$ cat config.mk
export PLATFORM = sky130hd
export DESIGN_NAME = multiplicador_seq_param_flat
export DESIGN_NICKNAME = d
export VERILOG_FILES = /design/src/rtl/multiplicador_seq_param_if.sv /design/src/rtl/multiplicador_seq_param.sv /design/src/flat_wrapper.sv
export SDC_FILE = /design/constraint.sdc
export NUM_CORES = 1
export LEC_CHECK = 0
export BUFFER_PORTS_ARGS = -buffer_cell sky130_fd_sc_hd__buf_2
export CAP_MARGIN = 20
export CORE_ASPECT_RATIO = 0.7
export CORE_MARGIN = 1.5
export CORE_UTILIZATION = 50
export CTS_CLUSTER_DIAMETER = 150
export DETAILED_ROUTE_END_ITERATION = 8
export PLACE_DENSITY_LB_ADDON = 0.05
export RECOVER_POWER = 25
export SETUP_SLACK_MARGIN = 0.5
export SYNTH_ARGS = -nofsm -noshare
export SYNTH_HDL_FRONTEND = slang
export SYNTH_SLANG_ARGS = --single-unit
export TNS_END_PERCENT = 5
$ cat constraint.sdc
create_clock -name Clk -period 3.3 [get_ports Clk]
set_input_delay 0.66 -clock Clk [delete_from_list [all_inputs] [get_ports Clk]]
set_output_delay 0.66 -clock Clk [all_outputs]
set_load 0.05 [all_outputs]
$ cat src/rtl/multiplicador_seq_param_if.sv
`default_nettype none
// ============================================================================
// Module   : multiplicador_seq_param_if
// Brief    : Start/operand/result handshake bundle for the sequential multiplier.
// Revision : 1.0 - initial release
// ============================================================================
interface multiplicador_seq_param_if #(
    parameter int N = 4
);
    logic           St;
    logic           Sinal;
    logic [N-1:0]   Multiplicando;
    logic [N-1:0]   Multiplicador;
    logic [2*N-1:0] Produto;
    logic           Idle;
    logic           Done;

    modport master (
        output St, Sinal, Multiplicando, Multiplicador,
        input  Produto, Idle, Done
    );

    modport slave (
        input  St, Sinal, Multiplicando, Multiplicador,
        output Produto, Idle, Done
    );
endinterface
`default_nettype wire

$ cat src/rtl/multiplicador_seq_param.sv
`default_nettype none
// ============================================================================
// Module   : multiplicador_seq_param
// Brief    : N-bit shift-add multiplier, one partial product per clock,
//            unsigned or two's-complement selected at start.
// Revision : 1.0 - initial release
// ============================================================================
module multiplicador_seq_param #(
    parameter int N = 4
) (
    input  wire logic                    Clk,
    input  wire logic                    Reset,
    multiplicador_seq_param_if.slave     bus
);
    localparam int c_CNT_W = (N > 1) ? $clog2(N) : 1;

    typedef enum logic [1:0] {
        ST_IDLE = 2'd0,
        ST_CALC = 2'd1,
        ST_DONE = 2'd2
    } state_t;

    state_t             r_state_q, w_state_d;
    logic [N-1:0]       r_m_q,     w_m_d;
    logic [N-1:0]       r_q_q,     w_q_d;
    logic               r_s_q,     w_s_d;
    logic [N:0]         r_acc_q,   w_acc_d;
    logic [c_CNT_W-1:0] r_cnt_q,   w_cnt_d;
    logic [2*N-1:0]     r_prod_q,  w_prod_d;

    logic [N:0]         w_ext;
    logic [N:0]         w_sum;
    logic [N:0]         w_acc_sh;
    logic [N-1:0]       w_q_sh;
    logic               w_last;
    logic               w_fill;

    always_comb begin
        w_state_d = r_state_q;
        w_m_d     = r_m_q;
        w_q_d     = r_q_q;
        w_s_d     = r_s_q;
        w_acc_d   = r_acc_q;
        w_cnt_d   = r_cnt_q;
        w_prod_d  = r_prod_q;

        w_ext  = r_s_q ? {r_m_q[N-1], r_m_q} : {1'b0, r_m_q};
        w_last = (r_cnt_q == c_CNT_W'(N - 1));

        // The multiplier MSB carries weight -2^(N-1) in signed mode, so the
        // final partial product is subtracted instead of added.
        if (r_q_q[0]) begin
            w_sum = (w_last && r_s_q) ? (r_acc_q - w_ext) : (r_acc_q + w_ext);
        end else begin
            w_sum = r_acc_q;
        end

        // Unsigned partial sums always fit in N+1 bits, so the refill is zero.
        w_fill   = r_s_q ? w_sum[N] : 1'b0;
        w_acc_sh = {w_fill, w_sum[N:1]};
        w_q_sh   = {w_sum[0], r_q_q[N-1:1]};

        case (r_state_q)
            ST_IDLE: begin
                if (bus.St) begin
                    w_m_d     = bus.Multiplicando;
                    w_q_d     = bus.Multiplicador;
                    w_s_d     = bus.Sinal;
                    w_acc_d   = '0;
                    w_cnt_d   = '0;
                    w_state_d = ST_CALC;
                end
            end
            ST_CALC: begin
                w_acc_d = w_acc_sh;
                w_q_d   = w_q_sh;
                w_cnt_d = r_cnt_q + c_CNT_W'(1);
                if (w_last) begin
                    w_prod_d  = {w_acc_sh[N-1:0], w_q_sh};
                    w_state_d = ST_DONE;
                end
            end
            ST_DONE: begin
                w_state_d = ST_IDLE;
            end
            default: begin
                w_state_d = ST_IDLE;
            end
        endcase
    end

    always_ff @(posedge Clk) begin
        if (Reset) begin
            r_state_q <= ST_IDLE;
            r_m_q     <= '0;
            r_q_q     <= '0;
            r_s_q     <= 1'b0;
            r_acc_q   <= '0;
            r_cnt_q   <= '0;
            r_prod_q  <= '0;
        end else begin
            r_state_q <= w_state_d;
            r_m_q     <= w_m_d;
            r_q_q     <= w_q_d;
            r_s_q     <= w_s_d;
            r_acc_q   <= w_acc_d;
            r_cnt_q   <= w_cnt_d;
            r_prod_q  <= w_prod_d;
        end
    end

    assign bus.Idle    = (r_state_q == ST_IDLE);
    assign bus.Done    = (r_state_q == ST_DONE);
    assign bus.Produto = r_prod_q;

endmodule
`default_nettype wire

$ cat src/flat_wrapper.sv
// flat-port wrapper written by rule: the top's interface ports become plain ports
module multiplicador_seq_param_flat 
#(
    parameter int N = 4
)
  (Clk, Reset, bus_St, bus_Sinal, bus_Multiplicando, bus_Multiplicador, bus_Produto, bus_Idle, bus_Done);
  multiplicador_seq_param_if #(.N(N)) bus_i ();
  input  wire logic Clk;
  input  wire logic Reset;
  input wire logic [$bits(bus_i.St)-1:0] bus_St;
  input wire logic [$bits(bus_i.Sinal)-1:0] bus_Sinal;
  input wire logic [$bits(bus_i.Multiplicando)-1:0] bus_Multiplicando;
  input wire logic [$bits(bus_i.Multiplicador)-1:0] bus_Multiplicador;
  output wire logic [$bits(bus_i.Produto)-1:0] bus_Produto;
  output wire logic [$bits(bus_i.Idle)-1:0] bus_Idle;
  output wire logic [$bits(bus_i.Done)-1:0] bus_Done;
  assign bus_i.St = bus_St;
  assign bus_i.Sinal = bus_Sinal;
  assign bus_i.Multiplicando = bus_Multiplicando;
  assign bus_i.Multiplicador = bus_Multiplicador;
  assign bus_Produto = bus_i.Produto;
  assign bus_Idle = bus_i.Idle;
  assign bus_Done = bus_i.Done;
  multiplicador_seq_param #(.N(N)) u_core (.Clk(Clk), .Reset(Reset), .bus(bus_i));
endmodule
After elaboration in Yosys (flattened, before gate mapping)
Cells that the tools add are included.
- register bits after elaboration: 26
- bits of input ports: 12
- output and inout bits: 10
- word-level logic and storage cells: 35
- add/sub/neg operators: 3
- equal/unequal tests: 5
- muxes and demuxes: 13
- reductions and logical operators: 7
- operators by type and width (operator ; number):
    5-bit two-way mux ; 4
    5-bit one-hot mux with 2 select lines ; 1
    2-bit one-hot mux with 2 select lines ; 2
    4-bit one-hot mux with 2 select lines ; 1
    2-bit AND reduction ; 4
    2-bit two-way mux ; 3
    5-bit adder ; 1
    5-bit subtractor ; 1
    2-bit == test (second input constant) ; 2
    4-bit two-way mux ; 1
    2-bit by 1-bit adder with 2-bit output (second input constant) ; 1
    2-bit by 1-bit == test with 1-bit output (second input constant) ; 1
    2-bit logical NOT ; 1
    2-bit by 1-bit inequality test with 1-bit output (second input constant) ; 1
    2-bit inequality test (second input constant) ; 1
    2-bit nonzero test ; 1
    1-bit logical AND ; 1
    1-bit two-way mux ; 1

Depth between registers and ports, before layout
Gate-level depths: netlist of the first run.
- depth in word-level cells: 6
- gate-level depth with buffers: 11
- mapped depth without buffers: 11

Least setup slack after synthesis of the first run
Ideal clock, no wire load.
- path type: register to register
- start point: register u_core.r_cnt_q[0]
- end point: register u_core.r_prod_q[7] (netlist: u_core.bus.Produto[7])
- library setup time: 79 ps
- arrival time: 2229 ps
- data required time: 3221 ps
- path slack: 992 ps
- stages on the path, launching flop included: 12
- path buffers: 0
- clock period less this slack: 2308 ps
- cells stage by stage: dfxtp_1 -> ha_1 -> nand2_2 -> nand2_1 -> o21ai_0 -> fa_1 -> nand2b_1 -> a21oi_1 -> nor2_1 -> mux2_4 -> xnor2_4 -> a211oi_2
- cells in the longest elaborated chain, start to end: 4
- elaborated cells between the ends (all ways): 5
- those cells by class: 1 x eq/ne; 2 x mux; 2 x reduce/logical
- ends and longest elaborated chain (what ; line ; RTL):
    from (decl) ; multiplicador_seq_param.sv:28 ; logic [c_CNT_W-1:0] r_cnt_q, w_cnt_d;
    from (signal assigned) ; multiplicador_seq_param.sv:107 ; r_cnt_q <= w_cnt_d;
    2-bit == test (*) ; multiplicador_seq_param.sv:48 ; w_last = (r_cnt_q == c_CNT_W'(N - 1));
    1-bit logical AND ; multiplicador_seq_param.sv:53 ; w_sum = (w_last && r_s_q) ? (r_acc_q - w_ext) : (r_acc_q + w_ext);
    5-bit two-way mux ; multiplicador_seq_param.sv:53 ;
    5-bit two-way mux ; multiplicador_seq_param.sv:52 ; if (r_q_q[0]) begin
    to (signal assigned) ; multiplicador_seq_param.sv:108 ; r_prod_q <= w_prod_d;
    to (decl) ; multiplicador_seq_param.sv:29 ; logic [2*N-1:0] r_prod_q, w_prod_d;
Every way passes the cells marked *; elsewhere a longest branch is shown, timed or not.
A chain may end at the register's enable or synchronous reset.

Worst setup path after layout of the first run
- start point: register u_core.r_cnt_q[0]
- end point: register u_core.r_acc_q[4]
- cells in the longest elaborated chain, start to end: 6
- ends and longest elaborated chain (what ; line ; RTL):
    2-bit == test ; multiplicador_seq_param.sv:48 ;
    1-bit logical AND ; multiplicador_seq_param.sv:53 ;
    5-bit two-way mux ; multiplicador_seq_param.sv:53 ;
    5-bit two-way mux ; multiplicador_seq_param.sv:52 ;
    1-bit two-way mux ; multiplicador_seq_param.sv:59 ; w_fill = r_s_q ? w_sum[N] : 1'b0;
    5-bit one-hot mux with 2 select lines ; multiplicador_seq_param.sv:63 ; case (r_state_q)
    to (signal assigned) ; multiplicador_seq_param.sv:106 ; r_acc_q <= w_acc_d;
    to (decl) ; multiplicador_seq_param.sv:27 ; logic [N:0] r_acc_q, w_acc_d;
No other way between the ends.

==> summary.txt, run 1 <==
Clock tree
  – Number of setup buffers added after CTS: 0
  – Cts bufs inserted: 3
  – Skew-Pair Late Insertion Delay: 0.27 ns
  – Root buffer cell: clkbuf_8
  – Post-CTS Hold Buffers: 0
  – Clock Tree Buf Depth: 2
  – PostCTS Resize Cnt: 0
  – Clock Sinks: 26
  – Register clock-pin slew on the reported worst setup and hold paths: 0.08 ns
  – H-tree levels: 1
  – TritonCTS clock tree: yes

Yosys
  – Post-Syn Instances: 166
  – Synthesized flop and latch total: 26
  – Sequential area share after synthesis: 39.4%
  – Mapped cell area: 1320 µm²
  – Yosys warns: 0
  – Synth cell types: 34
  – Mapped Nets: 185
  – Syn Area/Cell: 7.95 µm²

Routing
  – Drt first-iter violations: 52
  – Routed Antenna Nets: 0
  – Wire per inst: 11.9 µm
  – DRC: 0
  – Vias per inst: 5.21
  – Pre-Repair DR Iteration Count: 4
  – Post-Route WL: 2.56 mm
  – Vias: 1121

Global routing
  – Vias in the first global route: 899
  – Pin count of the biggest net entering global routing: 28
  – First-pass GRT wire length: 4.20 mm
  – GRT Total Usage: slightly below 20%
  – GR Overflow Total: 0
  – Initial antenna violation count: 0

Place
  – HPWL after DPL: 1.85 mm
  – GP Congestion: 0.827
  – IO Port Bufs: 21

STA
  – Fmax: 398 MHz
  – Final count of pins violating max slew: 0
  – Worst-Margin Slew: about 0.84 ns
  – Worst Skew: 0.00354 ns
  – WHS: 0.456 ns
  – Final setup viols: 0
  – Rel. slew slack: 44.0%
  – RSZ-0062 raised after global routing: false
  – Setup TNS: 0 ns
  – Final Hold Violating Endpoints: 0
  – Crit share post-route: 76.2%
  – Post-route minimum period: 2.52 ns

Critical path
  – Req. time, crit path: 3.47 ns
  – Crit path buffers/inverters: 0
  – CP Capture Type: register
  – Slowest CP cell: fa_1
  – Critical-path maximum fanout: 6
  – CP peak stage delay: 0.45 ns
  – Arr. time, crit path: 2.69 ns
  – Startpoint Class: register
  – CP delay by family, top: adder cells
  – Cell chain of the critical path: ha_1, nand2_2, nand2_1, o21ai_0, fa_1, nand2b_1, a21oi_1, nor2_1, mux2_4, xnor2_4, o41ai_2
  – Crit Path Category: reg -> reg

Layout
  – Area delta synth->final: 10.3%
  – Antenna Cells: 0
  – Most common cell after layout, fill and taps aside: nand2_1
  – Share of post-route cells with drive strength above 1: 14.4%
  – Fill count: 241
  – Register area: 520 µm²
  – Final net count: 202
  – Multi-input gate area: 722 µm²
  – Most frequent cells in the layout: nand2_1, dfxtp_1, nor2_1, a21oi_1, buf_2

Run
  – Max Cap Viol: 0

Power and ir drop
  – Leakage: between 0.5 and 0.6 nW
  – Peak supply drop: 0.250 mV
  – Pwr dens: 443 nW/µm²
  – Total power: 0.646 mW

Worst hold path
  – Worst Hold Class: reg -> reg

Floorplanning
  – Die Y: between 40 and 50 µm
  – IO Count: 22
  – Row Count: 15
  – Initial Util: 53.3%
  – Core area: between 2000 and 2500 µm²
  – Die Footprint: 2960 µm²
  – Die Wd: 64.4 µm

Status
  – Status: completed
[final cells by class]
cell class | count | share of cell area [%]
tap | 34 | 2.92
timing repair buffer | 21 | 6.62
multi-input combinational | 122 | 49.6
clock buffer | 3 | 2.84
sequential | 26 | 35.7
inverter | 9 | 2.32
[state kept, by name, indices dropped and copies added (netlist names)]
name,count
u_core.r_acc_q,5
u_core.bus.Produto,8
u_core.r_cnt_q,2
u_core.r_state_q,2
u_core.r_m_q,4
u_core.r_q_q,4
u_core.r_s_q,1
[cells by family after synthesis]
kind of cell | share of synthesized area [%]
xor gates and xnor gates | 4.74
adders and majority gates | 7.20
muxes | 1.14
AOI/OAI and AO/OA | 19.1
buffers and inverters | 5.88
DFF | 39.4
and+or+nand+nor | 22.6
[cells in the mapped netlist (all sizes together)]
cell / n / area (µm²)
nand2: 34 / 130
dfxtp: 26 / 521
nor2: 23 / 86.3
a21oi: 21 / 105
inv: 9 / 33.8
buf: 6 / 32.5
ha: 6 / 75.1
a211oi: 4 / 35.0
o21ai: 4 / 27.5
a311oi: 3 / 26.3
clkbuf: 3 / 11.3
nand2b: 3 / 18.8
nor2b: 3 / 18.8
nor3: 3 / 15.0
xnor2: 3 / 45.1
and2: 2 / 12.5
nand3: 2 / 10.0
o31ai: 2 / 20.0
xor2: 2 / 17.5
a21o: 1 / 7.51
a22oi: 1 / 7.51
a31oi: 1 / 6.26
fa: 1 / 20.0
mux2: 1 / 15.0
o41ai: 1 / 16.3
or2: 1 / 6.26
[where the power goes]
| part | internal, mW | switching (mW) | leakage [nW] |
|---|---|---|---|
| logic | 0.0552 | 0.0762 | 0.337 |
| clock network | 0.0817 | 0.0909 | 0.0216 |
| registers | 0.327 | 0.0147 | 0.212 |
| total | 0.464 | 0.182 | 0.570 |
[layer usage]
metal	vias to the layer above	GRT usage [%]	share of wire, %
li1	582	-	-
met1	515	26.4	52
met2	20	30.0	42
met5	-	0	0
met3	4	5.20	4.4
met4	0	7.66	1.4
[per-stage QoR]
step	instance area (µm²)	cells	setup slack (ns)	util, %
2_1_floorplan	1320	166	0.992	-
3_3_place_gp	1420	212	0.878	57.5
3_5_place_dp	1420	212	0.790	57.5
4_1_cts	1470	215	0.760	59.1
5_1_grt	1460	215	0.516	58.8
6_report	1460	215	0.785	58.8
[worst register-to-register path, delay by kind of cell (launching register included)]
kind,cells,cell delay (ns)
adder cells (fa/ha/maj),2,0.73
AO/OA/AOI/OAI,3,0.48
AND/OR/NAND/NOR,4,0.40
flip-flops,1,0.36
multiplexers,1,0.30
XOR/XNOR,1,0.15
[path summary, 6_finish.rpt]
path | start | end | slack (ns) | depth (start not counted)
worst max-delay path | u_core.r_cnt_q[0] | u_core.r_acc_q[4] | 0.78 | 11
worst min-delay path | u_core.bus.Produto[4] | u_core.bus.Produto[4] | 0.46 | 2
worst max register to register | u_core.r_cnt_q[0] | u_core.r_acc_q[4] | 0.78 | 11
worst min register to register | u_core.bus.Produto[4] | u_core.bus.Produto[4] | 0.46 | 2
Power figures use the tool's default switching activity.
==> inputs of run 2 (changes only) <==
Settings changed: CORE_UTILIZATION 50 to 49.
Clock period 3.3 ns to 2.3 ns, I/O delays scaled along.
==> run 2 against run 1 <==
Register-to-register slack worse by 0.78 ns. Via count up 3.7%. Clock power up 71%. Fmax rose by 9.7%. Hold slack got worse by 0.040 ns. Sequential cell count unchanged. Critical path depth is the same. Largest power group unchanged. Core utilization grew 3.0 points. Final cell count up 2.3%. Clock-buffer cell count increased by 1.
==> summary.txt, run 2 (same netlist as run 1, synthesis figures left out) <==
Status
  – Status: completed

Global routing
  – Initial antenna violation count: 0
  – GR Overflow Total: 0
  – First-pass GRT wire length: between 4 and 5 mm
  – Pin count of the biggest net entering global routing: 28
  – Vias in the first global route: 1056
  – GRT Total Usage: 20.9%

STA
  – Worst-Margin Slew: a little over 0.6 ns
  – RSZ-0062 raised after global routing: true
  – Post-route minimum period: between 2 and 2.5 ns
  – Rel. slew slack: 59.2%
  – Worst Skew: around 0.0067 ns
  – Fmax: between 400 and 500 MHz
  – Final Hold Violating Endpoints: 0
  – Crit share post-route: 99.7%
  – WHS: around 0.42 ns
  – Final count of pins violating max slew: 0
  – Final setup viols: 0

Clock tree
  – Clock Tree Buf Depth: 2
  – Register clock-pin slew on the reported worst setup and hold paths: about 0.09 ns
  – Skew-Pair Late Insertion Delay: approximately 0.27 ns
  – Cts bufs inserted: 3
  – Root buffer cell: clkbuf_8
  – Post-CTS Hold Buffers: 0
  – TritonCTS clock tree: yes
  – H-tree levels: 1
  – Clock Sinks: 26

Routing
  – Post-Route WL: between 2 and 3 mm
  – WL met2: ~1.4 mm
  – Vias: between 1000 and 1500
  – Wl on met1: 1.36 mm
  – Routed Antenna Nets: 0
  – Met3 WL: 111 µm
  – Top sig layer: met4
  – Drt first-iter violations: 71
  – DRC: 0
  – Wire per inst: 12.9 µm
  – Vias per inst: 5.28
  – Pre-Repair DR Iteration Count: 4

Power and ir drop
  – Peak supply drop: 0.368 mV
  – Leakage: 0.633 nW
  – Pwr dens: 651 nW/µm²

Place
  – DP Cell Count: 214
  – IO Port Bufs: 21
  – GP Congestion: 0.749
  – HPWL after DPL: 2.09 mm

Layout
  – Area delta synth->final: 17.6%
  – Share of post-route cells with drive strength above 1: between 20 and 30%
  – Layout Cells excl Fill: 220
  – Most frequent cells in the layout: nand2_1, nor2_1, dfxtp_1, a21oi_1, buf_2
  – Antenna Cells: 0
  – Max FFs per register: 8
  – Most common cell after layout, fill and taps aside: nand2_1
  – Final Core Density: between 60% and 70%
  – Final net count: 206

Floorplanning
  – Die Footprint: 3020 µm²
  – IO Count: 22
  – Initial Util: 52.5%
  – Core area: 2510 µm²
  – Die Wd: about 65 µm
  – Row Count: 15
  – Die Y: around 46 µm

Critical path
  – Worst R2R Path Depth: 11
  – Crit Path Category: reg -> reg
  – Req. time, crit path: 2.47 ns
  – CP Capture Type: register
  – R2R setup slack: 0.007 ns
  – Worst reg2reg path startpoint: u_core.r_m_q[1]
  – Cell chain of the critical path: inv_2, ha_1, nand2_1, o21ai_2, fa_2, nand2b_4, a21oi_2, nor2_1, mux2_4, xnor2_4, o41ai_2
  – CP peak stage delay: about 0.37 ns
  – Critical-path maximum fanout: 3
  – Slowest CP cell: dfxtp_2
  – Reg2Reg Capture Point: u_core.r_acc_q[4]
  – Arr. time, crit path: roughly 2.5 ns
  – Startpoint Class: register

Worst hold path
  – WHS Endpoint: u_core.r_m_q[1]
  – Worst Hold Class: in -> reg
  – Worst min-delay path startpoint: bus_Multiplicando[1]
  – Hold Path Stages: 3

Run
  – Max Cap Viol: 0
[run 2: cell types whose count changed in the layout (fill, tap and decap cells not counted), moves of 2 or more]
cell / before / now
buf_4: 0 / 3
inv_1: 8 / 6
a21oi_2: 0 / 2
clkbuf_1: 7 / 4
buf_2: 14 / 18
a21oi_1: 21 / 19
inv_2: 1 / 3
dfxtp_1: 26 / 22
dfxtp_2: 0 / 4
[run 2: timing repair]
item | CTS | global route
pin swaps | 1 | 1
buffers inserted | 2 | 0
endpoints found under the setup margin | 9 | 9
resized for setup | 1 | 6
[run 2: critical path: cells and delay by family (launching register included)]
family	cells	cell delay, ns
compound gates	3	0.42
xor+xnor	1	0.16
fa+ha+maj	2	0.62
buf+inv	1	0.05
flops	1	0.37
mux	1	0.30
simple gates	3	0.27
[run 2: layout make-up]
cell class                 count  area (µm²)
timing repair buffer          25         128
fill                         232         962
multi-input combinational    122         768
tap                           34        42.5
inverter                       9        33.8
clock buffer                   4        55.1
sequential                    26         526
[run 2: power breakdown]
group	total (mW)	switching (mW)	internal [mW]
clock network	0.295	0.142	0.153
logic	0.222	0.124	0.0981
registers	0.494	0.0240	0.470
[run 2: how the worst max path moves through the flow]
stage,cells past startpoint,start,endpoint
after floorplan,11,u_core.r_m_q[0],u_core.r_acc_q[4]
after global placement,11,u_core.r_m_q[0],u_core.r_acc_q[4]
after detailed placement,11,u_core.r_m_q[0],u_core.r_acc_q[4]
after CTS,11,u_core.r_m_q[0],u_core.r_acc_q[4]
after global routing,11,u_core.r_m_q[0],u_core.r_acc_q[4]
final,11,u_core.r_m_q[1],u_core.r_acc_q[4]
[run 2: metrics by stage]
| step | cell area (µm²) | power [mW] | setup WS [ns] | TNS, ns |
|---|---|---|---|---|
| 2_1_floorplan | 1350 | 0.667 | 0.171 | 0 |
| 3_3_place_gp | 1470 | 0.705 | 0.0848 | 0 |
| 3_5_place_dp | 1470 | 0.714 | 0.00143 | 0 |
| 4_1_cts | 1540 | 1.01 | 0.00633 | 0 |
| 5_1_grt | 1550 | 1.06 | -0.0709 | -0.162 |
| 6_report | 1550 | 1.01 | 0.00746 | 0 |
[run 2: metal layers]
metal	vias up	GRT usage (%)
met1	548	26.6
met3	2	5.87
met4	0	2.50
li1	593	-
met2	19	37.3
met5	-	0
